### src/rtl/ghr_checkpoint_unit.sv
// Speculative/architectural global history register with an in-order FIFO of
// per-branch checkpoints used to repair the speculative history on mispredicts.
module ghr_checkpoint_unit #(
    parameter int GHR_LEN    = 8,
    parameter int DEPTH      = 4,
    parameter int ADDR_WIDTH = 32
) (
    input  logic                         clk,
    input  logic                         rst,
    input  logic                         i_pred_valid,
    input  logic [ADDR_WIDTH-1:0]        i_pred_pc,
    input  logic                         i_pred_taken,
    output logic                         o_pred_ready,
    input  logic                         i_fb_valid,
    input  logic [ADDR_WIDTH-1:0]        i_fb_pc,
    input  logic                         i_fb_taken,
    input  logic                         i_flush,
    output logic [GHR_LEN-1:0]           o_ghr,
    output logic [GHR_LEN-1:0]           o_arch_ghr,
    output logic                         o_fb_mispredict,
    output logic [$clog2(DEPTH+1)-1:0]   o_count,
    output logic                         o_err
);

    localparam int PTR_W = $clog2(DEPTH);
    localparam int CNT_W = $clog2(DEPTH+1);

    typedef struct packed {
        logic [ADDR_WIDTH-1:0] pc;
        logic                  pred;
        logic [GHR_LEN-1:0]    ghr_before;
    } entry_t;

    entry_t             r_fifo [DEPTH];
    logic [PTR_W-1:0]   r_head;
    logic [PTR_W-1:0]   r_tail;
    logic [CNT_W-1:0]   r_count;
    logic [GHR_LEN-1:0] r_ghr;
    logic [GHR_LEN-1:0] r_arch_ghr;
    logic               r_err;

    entry_t             w_head;
    logic               w_empty;
    logic               w_full;
    logic               w_pop;
    logic               w_push;
    logic               w_mispredict;
    logic [GHR_LEN-1:0] w_arch_next;

    assign w_head       = r_fifo[r_head];
    assign w_empty      = (r_count == '0);
    assign w_full       = (r_count == CNT_W'(DEPTH));
    assign w_pop        = i_fb_valid & ~w_empty;
    assign w_mispredict = w_pop & (i_fb_taken != w_head.pred);
    assign w_push       = i_pred_valid & ~w_full & ~w_mispredict & ~i_flush;
    // The oldest bit falls off the top of the history when a new outcome enters.
    assign w_arch_next  = w_pop ? GHR_LEN'({r_arch_ghr, i_fb_taken}) : r_arch_ghr;

    always_ff @(posedge clk or posedge rst) begin
        // NOTE: sequential state uses non-blocking assignments so every register
        // samples pre-edge values regardless of statement order.
        if (rst) begin
            r_head     <= '0;
            r_tail     <= '0;
            r_count    <= '0;
            r_ghr      <= '0;
            r_arch_ghr <= '0;
            r_err      <= 1'b0;
        end else begin
            r_arch_ghr <= w_arch_next;
            if ((i_fb_valid & w_empty) | (w_pop & (i_fb_pc != w_head.pc)))
                r_err <= 1'b1;

            if (w_mispredict) begin
                r_head  <= r_tail;
                r_count <= '0;
                r_ghr   <= GHR_LEN'({w_head.ghr_before, i_fb_taken});
            end else if (i_flush) begin
                r_head  <= r_tail;
                r_count <= '0;
                r_ghr   <= w_arch_next;
            end else begin
                if (w_push) begin
                    r_tail <= r_tail + PTR_W'(1);
                    r_ghr  <= GHR_LEN'({r_ghr, i_pred_taken});
                end
                if (w_pop)
                    r_head <= r_head + PTR_W'(1);
                case ({w_push, w_pop})
                    2'b10:   r_count <= r_count + CNT_W'(1);
                    2'b01:   r_count <= r_count - CNT_W'(1);
                    default: r_count <= r_count;
                endcase
            end
        end
    end

    // NOTE: checkpoint storage is deliberately not reset; r_count gates every read.
    always_ff @(posedge clk) begin
        if (w_push)
            r_fifo[r_tail] <= '{pc: i_pred_pc, pred: i_pred_taken, ghr_before: r_ghr};
    end

    assign o_pred_ready    = ~w_full;
    assign o_ghr           = r_ghr;
    assign o_arch_ghr      = r_arch_ghr;
    assign o_fb_mispredict = w_mispredict;
    assign o_count         = r_count;
    assign o_err           = r_err;

endmodule

### config.mk
export PLATFORM = sky130hd
export DESIGN_NAME = ghr_checkpoint_unit
export DESIGN_NICKNAME = d
export VERILOG_FILES = /design/src/rtl/ghr_checkpoint_unit.sv
export SDC_FILE = /design/constraint.sdc
export NUM_CORES = 1
export LEC_CHECK = 0
export ABC_AREA = 1
export BUFFER_PORTS_ARGS = -buffer_cell sky130_fd_sc_hd__buf_2
export CORE_MARGIN = 5
export CORE_UTILIZATION = 63
export DETAILED_ROUTE_END_ITERATION = 7
export GPL_TIMING_DRIVEN = 0
export PLACE_DENSITY = 0.85
export SYNTH_ARGS = -nofsm -noshare
export SYNTH_HDL_FRONTEND = slang
export SYNTH_SLANG_ARGS = --single-unit
### constraint.sdc
create_clock -name clk -period 7.2 [get_ports clk]
set_input_delay 0.72 -clock clk [delete_from_list [all_inputs] [get_ports clk]]
set_output_delay 0.72 -clock clk [all_outputs]
set_load 0.01 [all_outputs]
==> results of run 1 <==
==> cells in the mapped netlist (3+ instances only) <==
library cell / n / area, µm²
sky130_fd_sc_hd__clkbuf_1: 9 / 33.8
sky130_fd_sc_hd__nand2_1: 251 / 942
sky130_fd_sc_hd__o21ai_2: 8 / 70.1
sky130_fd_sc_hd__nand4_1: 4 / 25.0
sky130_fd_sc_hd__nor2_2: 3 / 18.8
sky130_fd_sc_hd__inv_1: 33 / 124
sky130_fd_sc_hd__ha_1: 5 / 62.6
sky130_fd_sc_hd__nand3b_1: 13 / 97.6
sky130_fd_sc_hd__nand2_2: 4 / 25.0
sky130_fd_sc_hd__o21ai_1: 3 / 15.0
sky130_fd_sc_hd__edfxtp_1: 160 / 4800
sky130_fd_sc_hd__nand3_1: 82 / 410
sky130_fd_sc_hd__nor2_1: 23 / 86.3
sky130_fd_sc_hd__buf_2: 12 / 60.1
sky130_fd_sc_hd__xnor2_1: 3 / 26.3
sky130_fd_sc_hd__buf_4: 3 / 22.5
sky130_fd_sc_hd__dfrtp_1: 24 / 601
sky130_fd_sc_hd__xor2_1: 10 / 87.6
sky130_fd_sc_hd__a221oi_1: 7 / 61.3
sky130_fd_sc_hd__o21ai_0: 14 / 70.1
sky130_fd_sc_hd__a21oi_1: 5 / 25.0
sky130_fd_sc_hd__o211ai_1: 9 / 67.6
sky130_fd_sc_hd__inv_4: 3 / 18.8
==> sequential cells by signal, summed over array words and instances (netlist names) <==
signal      flops
r_fifo        160
o_count         3
r_tail          2
o_arch_ghr      8
o_ghr           8
r_head          2
o_err           1
==> worst min-delay path by stage <==
stage,start,cells after the start,to
2_1_floorplan,o_err,2,o_err
3_3_place_gp,o_err,2,o_err
3_5_place_dp,o_err,2,o_err
4_1_cts,o_err,2,o_err
5_1_grt,i_pred_pc[14],1,r_fifo[1][23]
6_report,o_err,2,o_err
==> where the power goes <==
part	switching [mW]	total [mW]	internal, mW
combinational	0.873	1.30	0.425
sequential	0.0828	1.43	1.35
clock	0.363	0.939	0.576
total	1.32	3.67	2.35
==> tightest hold or removal path, stage by stage (launching register included) <==
cell and delay, ns:
sky130_fd_sc_hd__dfrtp_1 0.34, sky130_fd_sc_hd__inv_1 0.04, sky130_fd_sc_hd__nand2_1 0.05
==> layout make-up <==
cell class,count,area (µm²)
buffer,27,159
clock buffer,28,571
clock inverter,4,48.8
fill,812,3120
inverter,38,150
multi-input combinational,455,2250
sequential,184,5410
tap,172,215
timing repair buffer,96,541
==> routing by layer <==
layer	vias up	share of wire, %	global-route usage [%]
met1	2688	38	30.0
met5	-	0.17	0
met3	62	8.7	6.18
li1	2648	-	-
met4	4	3.7	12.0
met2	287	49	41.5
==> stage by stage <==
step	setup slack [ns]	cells	power (mW)	util [%]
detailed placement	4.25	972	2.72	70.0
floorplan	3.68	704	2.31	-
CTS	4.36	1004	3.67	74.9
global placement	2.19	968	2.65	69.1
global route	4.21	1004	3.88	74.9
finish	4.34	1004	3.67	74.9
==> kinds of logic after synthesis <==
family / after synthesis / synth area share (%)
AND/OR/NAND/NOR: 388 / 21.4
flip-flops: 184 / 68.1
buffers and inverters: 65 / 3.89
AO/OA/AOI/OAI: 48 / 4.13
XOR/XNOR: 13 / 1.43
adder cells (fa/ha/maj): 6 / 1.04
==> impl_results.html, run 1 <==
<table>
<tr><th>Metric</th><th>Value</th></tr>
<tr><th colspan="2">Outcome</th></tr>
<tr><td>Outcome</td><td>finished clean</td></tr>
<tr><th colspan="2">Clock tree</th></tr>
<tr><td>Clk sink count</td><td>184</td></tr>
<tr><td>TritonCTS Buffers</td><td>17</td></tr>
<tr><td>Clock network latency to the later pin of the worst-skew pair</td><td>0.42 ns</td></tr>
<tr><td>Root Buffer</td><td>sky130_fd_sc_hd__clkbuf_16</td></tr>
<tr><td>Hold-fix buffers, CTS</td><td>0</td></tr>
<tr><td>Clock tree from TritonCTS</td><td>done</td></tr>
<tr><td>Setup bufs post-CTS</td><td>0</td></tr>
<tr><td>Post-cts repair resize count</td><td>0</td></tr>
<tr><td>Max H-tree Level</td><td>4</td></tr>
<tr><td>CTS clock-pin slew for the worst setup and hold paths</td><td>0.06 ns</td></tr>
<tr><td>Clock tree buffer depth</td><td>2</td></tr>
<tr><th colspan="2">Route</th></tr>
<tr><td>WL per Instance</td><td>17.7 µm</td></tr>
<tr><td>Iteration-0 DRC count of the detailed router</td><td>458</td></tr>
<tr><td>DRT Pass-1 Iters</td><td>5</td></tr>
<tr><td>Count of vias placed by the detailed router</td><td>5689</td></tr>
<tr><td>DRC errors left</td><td>0</td></tr>
<tr><td>WL final</td><td>17800 µm</td></tr>
<tr><td>Number of vias per cell after detailed routing</td><td>5.67</td></tr>
<tr><td>Count of antenna-violating nets left after detailed routing</td><td>0</td></tr>
<tr><th colspan="2">Worst setup path</th></tr>
<tr><td>Data arrival time of the critical path</td><td>2.14 ns</td></tr>
<tr><td>Buffering stage count on the worst path with inverters included</td><td>5</td></tr>
<tr><td>Launch point of the worst path</td><td>o_count[1]</td></tr>
<tr><td>Origin of the critical flop-to-flop path</td><td>o_count[1]</td></tr>
<tr><td>End point of the critical path</td><td>o_fb_mispredict</td></tr>
<tr><td>Cell family contributing the most delay on the critical path</td><td>buffers and inverters</td></tr>
<tr><td>Most frequent cell on the critical path</td><td>sky130_fd_sc_hd__inv_1</td></tr>
<tr><td>Critical path type</td><td>register to output pin</td></tr>
<tr><td>Path length in cells of the critical path</td><td>8</td></tr>
<tr><td>Crit start category</td><td>register</td></tr>
<tr><td>Worst r2r dst</td><td>o_count[2]</td></tr>
<tr><td>Critical-path cell list</td><td>inv_1 -&gt; nand3b_4 -&gt; nand2_2 -&gt; inv_4 -&gt; nand3_4 -&gt; clkbuf_1 -&gt; inv_1 -&gt; buf_2</td></tr>
<tr><td>Crit path largest cell delay</td><td>0.43 ns</td></tr>
<tr><td>Cell count of the worst reg-to-reg path</td><td>13</td></tr>
<tr><td>Crit path capture type</td><td>output pin</td></tr>
<tr><td>Slack of the worst reg-to-reg path</td><td>4.37 ns</td></tr>
<tr><td>Required arrival time at the worst endpoint</td><td>6.48 ns</td></tr>
<tr><td>Cell with the biggest individual delay on the critical path</td><td>sky130_fd_sc_hd__dfrtp_1</td></tr>
<tr><td>Worst-path fanout max</td><td>10</td></tr>
<tr><th colspan="2">Timing</th></tr>
<tr><td>Setup-failing EPs final</td><td>0</td></tr>
<tr><td>Final number of hold-violating endpoints</td><td>0</td></tr>
<tr><td>Unrepaired setup endpoints after global routing</td><td>false</td></tr>
<tr><td>Worst rel slew slack</td><td>38.5%</td></tr>
<tr><td>Summed negative setup slack over all endpoints</td><td>0 ns</td></tr>
<tr><td>Worst-margin pin slew</td><td>0.922 ns</td></tr>
<tr><td>Worst hold slack after final layout</td><td>0.457 ns</td></tr>
<tr><td>Number of max-slew violations in the final report</td><td>0</td></tr>
<tr><td>Final period utilization</td><td>39.7%</td></tr>
<tr><td>Post-route clock skew</td><td>0.00533 ns</td></tr>
<tr><td>Peak clock frequency supported by timing</td><td>350 MHz</td></tr>
<tr><td>Tmin final</td><td>2.86 ns</td></tr>
<tr><th colspan="2">Logic synthesis</th></tr>
<tr><td>EDFF count, synth</td><td>160</td></tr>
<tr><td>Number of register bits inferred by synthesis</td><td>184</td></tr>
<tr><td>Net count after synthesis</td><td>781</td></tr>
<tr><td>Synth warn</td><td>0</td></tr>
<tr><td>Mapped cell area</td><td>7940 µm²</td></tr>
<tr><td>Most used flip-flop cell after synthesis</td><td>sky130_fd_sc_hd__edfxtp_1</td></tr>
<tr><td>Proportion of register bits with asynchronous set or reset after synthesis</td><td>13.0%</td></tr>
<tr><td>Share of synthesized area occupied by flip-flops and latches</td><td>68.1%</td></tr>
<tr><td>Count of distinct cell types in the synthesized netlist</td><td>34</td></tr>
<tr><td>Post-Syn Instances</td><td>704</td></tr>
<tr><td>Average footprint of a synthesized cell</td><td>11.3 µm²</td></tr>
<tr><th colspan="2">Placed design</th></tr>
<tr><td>HPWL reported at the end of detailed placement</td><td>11600 µm</td></tr>
<tr><td>Placed Instance Area</td><td>8720 µm²</td></tr>
<tr><td>Port Buf Inserts</td><td>92</td></tr>
<tr><td>Final weighted congestion in routability-driven placement</td><td>0.821</td></tr>
<tr><th colspan="2">Power</th></tr>
<tr><td>Leak</td><td>3.86 nW</td></tr>
<tr><td>Power density over the cells</td><td>393 nW/µm²</td></tr>
<tr><td>Worst voltage drop across the vdd grid</td><td>0.000240 V</td></tr>
<tr><th colspan="2">Layout</th></tr>
<tr><td>Leading cell types in the layout, fill and taps excluded</td><td>sky130_fd_sc_hd__nand2_1 (251), sky130_fd_sc_hd__edfxtp_1 (160), sky130_fd_sc_hd__buf_2 (104)</td></tr>
<tr><td>Non-Filler Cell Area, Final</td><td>9340 µm²</td></tr>
<tr><td>Diodes inserted</td><td>0</td></tr>
<tr><td>Final nets</td><td>896</td></tr>
<tr><td>Layout cell share with drive strength beyond 1</td><td>20.8%</td></tr>
<tr><td>Area added between synthesis and finish</td><td>17.7%</td></tr>
<tr><td>Leading cell type in the layout, fill and taps excluded</td><td>sky130_fd_sc_hd__nand2_1</td></tr>
<tr><th colspan="2">Floorplanning</th></tr>
<tr><td>Effective utilization at floorplan</td><td>63.7%</td></tr>
<tr><td>Chip Width</td><td>122 µm</td></tr>
<tr><td>Total Die Area</td><td>14900 µm²</td></tr>
<tr><td>Placeable core region</td><td>12500 µm²</td></tr>
<tr><td>Die Ht</td><td>122 µm</td></tr>
<tr><td>Number of ports placed on the die boundary</td><td>93</td></tr>
<tr><td>Placement row count</td><td>41</td></tr>
<tr><th colspan="2">Global route</th></tr>
<tr><td>Total gr overflow</td><td>0</td></tr>
<tr><td>Global-route wire length before repair</td><td>27600 µm</td></tr>
<tr><td>Overall fraction of global-route tracks in use</td><td>24.7%</td></tr>
<tr><td>Antenna violations before repair</td><td>2</td></tr>
<tr><td>Pin count of the biggest net entering global routing</td><td>28</td></tr>
<tr><td>Vias in the first global route</td><td>5705</td></tr>
<tr><th colspan="2">Worst hold path</th></tr>
<tr><td>Hold WC Path Type</td><td>register to register</td></tr>
<tr><th colspan="2">Flow run</th></tr>
<tr><td>Number of maximum-capacitance violations</td><td>0</td></tr>
</table>
Note: power is estimated with default switching activity, not from simulation.
==> run 2, diff against run 1 <==
- CORE_UTILIZATION: 63 -> 58
- PLACE_DENSITY: 0.85 -> 0.79
- clock period: 7.2 -> 2.7 ns (I/O delays scaled with it)
==> impl_results.html, run 2 (synthesis gave the netlist of run 1 again) <==
<table>
<tr><th>Metric</th><th>Value</th></tr>
<tr><th colspan="2">Clock tree</th></tr>
<tr><td>Max H-tree Level</td><td>4 (unchanged)</td></tr>
<tr><td>Clock tree buffer depth</td><td>2 (unchanged)</td></tr>
<tr><td>Clock tree from TritonCTS</td><td>done (unchanged)</td></tr>
<tr><td>TritonCTS Buffers</td><td>17 (unchanged)</td></tr>
<tr><td>Clock network latency to the later pin of the worst-skew pair</td><td>0.43 ns (was 0.42 ns)</td></tr>
<tr><td>Root Buffer</td><td>sky130_fd_sc_hd__clkbuf_16 (unchanged)</td></tr>
<tr><td>Clk sink count</td><td>184 (unchanged)</td></tr>
<tr><td>CTS clock-pin slew for the worst setup and hold paths</td><td>0.06 ns (about the same)</td></tr>
<tr><th colspan="2">Route</th></tr>
<tr><td>WL final</td><td>18100 µm (was 17800 µm)</td></tr>
<tr><td>WL per Instance</td><td>17.9 µm (was 17.7 µm)</td></tr>
<tr><td>DRC errors left</td><td>0 (unchanged)</td></tr>
<tr><td>Number of vias per cell after detailed routing</td><td>5.59 (was 5.67)</td></tr>
<tr><td>Count of antenna-violating nets left after detailed routing</td><td>0 (unchanged)</td></tr>
<tr><td>DRT Pass-1 Iters</td><td>8 (was 5)</td></tr>
<tr><td>Count of vias placed by the detailed router</td><td>5653 (was 5689)</td></tr>
<tr><td>Iteration-0 DRC count of the detailed router</td><td>522 (was 458)</td></tr>
<tr><th colspan="2">Timing</th></tr>
<tr><td>Worst rel slew slack</td><td>35.8% (was 38.5%)</td></tr>
<tr><td>Final period utilization</td><td>98.8%</td></tr>
<tr><td>Final number of hold-violating endpoints</td><td>0 (unchanged)</td></tr>
<tr><td>Number of max-slew violations in the final report</td><td>0 (unchanged)</td></tr>
<tr><td>Setup-failing EPs final</td><td>0 (unchanged)</td></tr>
<tr><td>Post-route clock skew</td><td>0.00941 ns (was 0.00533 ns)</td></tr>
<tr><td>Tmin final</td><td>2.67 ns</td></tr>
<tr><td>Worst-margin pin slew</td><td>0.962 ns (was 0.922 ns)</td></tr>
<tr><td>Unrepaired setup endpoints after global routing</td><td>true (was false)</td></tr>
<tr><td>Peak clock frequency supported by timing</td><td>375 MHz</td></tr>
<tr><th colspan="2">Global route</th></tr>
<tr><td>Vias in the first global route</td><td>5735 (was 5705)</td></tr>
<tr><td>Global-route wire length before repair</td><td>28900 µm (was 27600 µm)</td></tr>
<tr><td>Total gr overflow</td><td>0 (unchanged)</td></tr>
<tr><td>Antenna violations before repair</td><td>1 (was 2)</td></tr>
<tr><td>Overall fraction of global-route tracks in use</td><td>23.4% (was 24.7%)</td></tr>
<tr><td>Pin count of the biggest net entering global routing</td><td>25 (was 28)</td></tr>
<tr><th colspan="2">Power</th></tr>
<tr><td>Worst voltage drop across the vdd grid</td><td>0.000470 V (was 0.000240 V)</td></tr>
<tr><td>Leak</td><td>3.89 nW (was 3.86 nW)</td></tr>
<tr><td>Power density over the cells</td><td>1070 nW/µm² (was 393 nW/µm²)</td></tr>
<tr><th colspan="2">Worst setup path</th></tr>
<tr><td>Critical path type</td><td>register to register (was register to output pin)</td></tr>
<tr><td>Worst-path fanout max</td><td>21 (was 10)</td></tr>
<tr><td>Required arrival time at the worst endpoint</td><td>2.83 ns (was 6.48 ns)</td></tr>
<tr><td>Crit path capture type</td><td>register (was output pin)</td></tr>
<tr><td>Crit start category</td><td>register (unchanged)</td></tr>
<tr><td>Data arrival time of the critical path</td><td>2.80 ns (was 2.14 ns)</td></tr>
<tr><th colspan="2">Placed design</th></tr>
<tr><td>Cell total after placement</td><td>976 (was 972)</td></tr>
<tr><td>Placed Instance Area</td><td>8750 µm² (was 8720 µm²)</td></tr>
<tr><td>Port Buf Inserts</td><td>92 (unchanged)</td></tr>
<tr><td>HPWL reported at the end of detailed placement</td><td>12200 µm (was 11600 µm)</td></tr>
<tr><td>Final weighted congestion in routability-driven placement</td><td>0.889 (was 0.821)</td></tr>
<tr><th colspan="2">Layout</th></tr>
<tr><td>Storage cell area</td><td>5410 µm² (unchanged)</td></tr>
<tr><td>Layout cell share with drive strength beyond 1</td><td>21.3% (was 20.8%)</td></tr>
<tr><td>Area used by multi-input combinational logic</td><td>2270 µm² (was 2250 µm²)</td></tr>
<tr><td>Utilization after layout</td><td>70.8% (was 74.9%)</td></tr>
<tr><td>Number of fill cells</td><td>904 (was 812)</td></tr>
<tr><td>Layout Cells excl Fill</td><td>1011 (was 1004)</td></tr>
<tr><td>Leading cell type in the layout, fill and taps excluded</td><td>sky130_fd_sc_hd__nand2_1 (unchanged)</td></tr>
<tr><td>Final nets</td><td>899 (was 896)</td></tr>
<tr><td>Leading cell types in the layout, fill and taps excluded</td><td>sky130_fd_sc_hd__nand2_1 (251), sky130_fd_sc_hd__edfxtp_1 (160), sky130_fd_sc_hd__buf_2 (104) (unchanged)</td></tr>
<tr><td>Non-Filler Cell Area, Final</td><td>9450 µm² (was 9340 µm²)</td></tr>
<tr><td>Diodes inserted</td><td>0 (unchanged)</td></tr>
<tr><td>Number of flip-flops under the largest register name</td><td>160 (unchanged)</td></tr>
<tr><td>Area added between synthesis and finish</td><td>19.0% (was 17.7%)</td></tr>
<tr><td>Largest register by flop count</td><td>r_fifo (unchanged)</td></tr>
<tr><th colspan="2">Floorplanning</th></tr>
<tr><td>Placement row count</td><td>42 (was 41)</td></tr>
<tr><td>Effective utilization at floorplan</td><td>59.5% (was 63.7%)</td></tr>
<tr><td>Total Die Area</td><td>16100 µm² (was 14900 µm²)</td></tr>
<tr><td>Chip Width</td><td>127 µm (was 122 µm)</td></tr>
<tr><td>Placeable core region</td><td>13300 µm² (was 12500 µm²)</td></tr>
<tr><td>Number of ports placed on the die boundary</td><td>93 (unchanged)</td></tr>
<tr><td>Die Ht</td><td>127 µm (was 122 µm)</td></tr>
<tr><th colspan="2">Flow run</th></tr>
<tr><td>Number of maximum-capacitance violations</td><td>0 (unchanged)</td></tr>
<tr><th colspan="2">Worst hold path</th></tr>
<tr><td>Hold WC Path Type</td><td>primary input to async pin (was register to register)</td></tr>
<tr><th colspan="2">Outcome</th></tr>
<tr><td>Outcome</td><td>finished clean (unchanged)</td></tr>
</table>
==> run 2: cell types whose count changed in the layout (fill, tap and decap cells not counted), sizes merged <==
| cell | delta |
|---|---|
| clkinvlp | +2 |
| inv | -1 |
| clkbuf | -9 |
| bufinv | +5 |
| buf | +3 |
| clkinv | +3 |
==> run 2: layout make-up <==
class | instances | area share, %
Timing Repair Buffer | 99 | 6.20
Clock buffer | 19 | 4.58
Sequential cell | 184 | 57.2
Clock inverter | 13 | 2.40
Multi-Input combinational cell | 455 | 24.0
Inverter | 38 | 1.59
Tap cell | 176 | 2.33
Buffer | 27 | 1.68
==> run 2: final timing paths <==
check | startpoint | end | slack [ns] | cells past startpoint
min reg2reg | o_err | o_err | 0.46 | 2
max in group asynchronous | rst | o_count[1] | 2.06 | 2
min in group clk | i_pred_pc[22] | r_fifo[3][31] | 0.05 | 1
max | r_head[1] | r_fifo[2][33] | 0.03 | 11
max reg2reg | r_head[1] | r_fifo[2][33] | 0.03 | 11
min | rst | o_ghr[3] | 0.05 | 2
==> run 2: what timing repair did <==
item	4_1_cts	5_1_grt
resized for setup	2	1
pin swaps	1	1
setup buffers	1	2
endpoints found under the setup margin	85	85
hold buffers	0	0
==> run 2: per-stage QoR <==
| step | hold slack, ns | total power [mW] | TNS (ns) | worst slack (ns) |
|---|---|---|---|---|
| final | 0.0458 | 10.1 | 0 | 0.0313 |
| after global routing | 0.0432 | 10.7 | -7.39 | -0.136 |
| after CTS | 0.0360 | 10.1 | 0 | 0.00176 |
| after detailed placement | 0.444 | 7.30 | -5.55 | -0.105 |
| after global placement | 0.441 | 7.10 | -164.32 | -1.06 |
| after floorplan | 0.285 | 6.17 | -15.82 | -0.0989 |
==> run 2: report_power, final <==
group	total, mW	switching [mW]	internal, mW
clock network	2.75	1.02	1.73
logic	3.51	2.35	1.16
registers	3.80	0.209	3.60
total	10.1	3.58	6.49
==> run 2: per-layer routing <==
| metal | wire length, µm | up-vias | track usage (%) |
|---|---|---|---|
| met4 | 486 | 2 | 10.3 |
| met3 | 1350 | 44 | 5.01 |
| li1 | - | 2656 | - |
| met5 | 7 | - | 0 |
| met1 | 7120 | 2699 | 30.2 |
| met2 | 9110 | 252 | 38.5 |
==> run 2: critical path, stage by stage (launching register included) <==
cell and delay [ns]:
sky130_fd_sc_hd__dfrtp_1 0.36, sky130_fd_sc_hd__buf_4 0.17, sky130_fd_sc_hd__inv_4 0.10, sky130_fd_sc_hd__nor2_2 0.05
sky130_fd_sc_hd__o21ai_2 0.06, sky130_fd_sc_hd__nand3_1 0.14, sky130_fd_sc_hd__nand3_4 0.17, sky130_fd_sc_hd__nand2_4 0.11
sky130_fd_sc_hd__inv_4 0.11, sky130_fd_sc_hd__nand3_4 0.16, sky130_fd_sc_hd__nor2_4 0.67, sky130_fd_sc_hd__buf_16 0.25
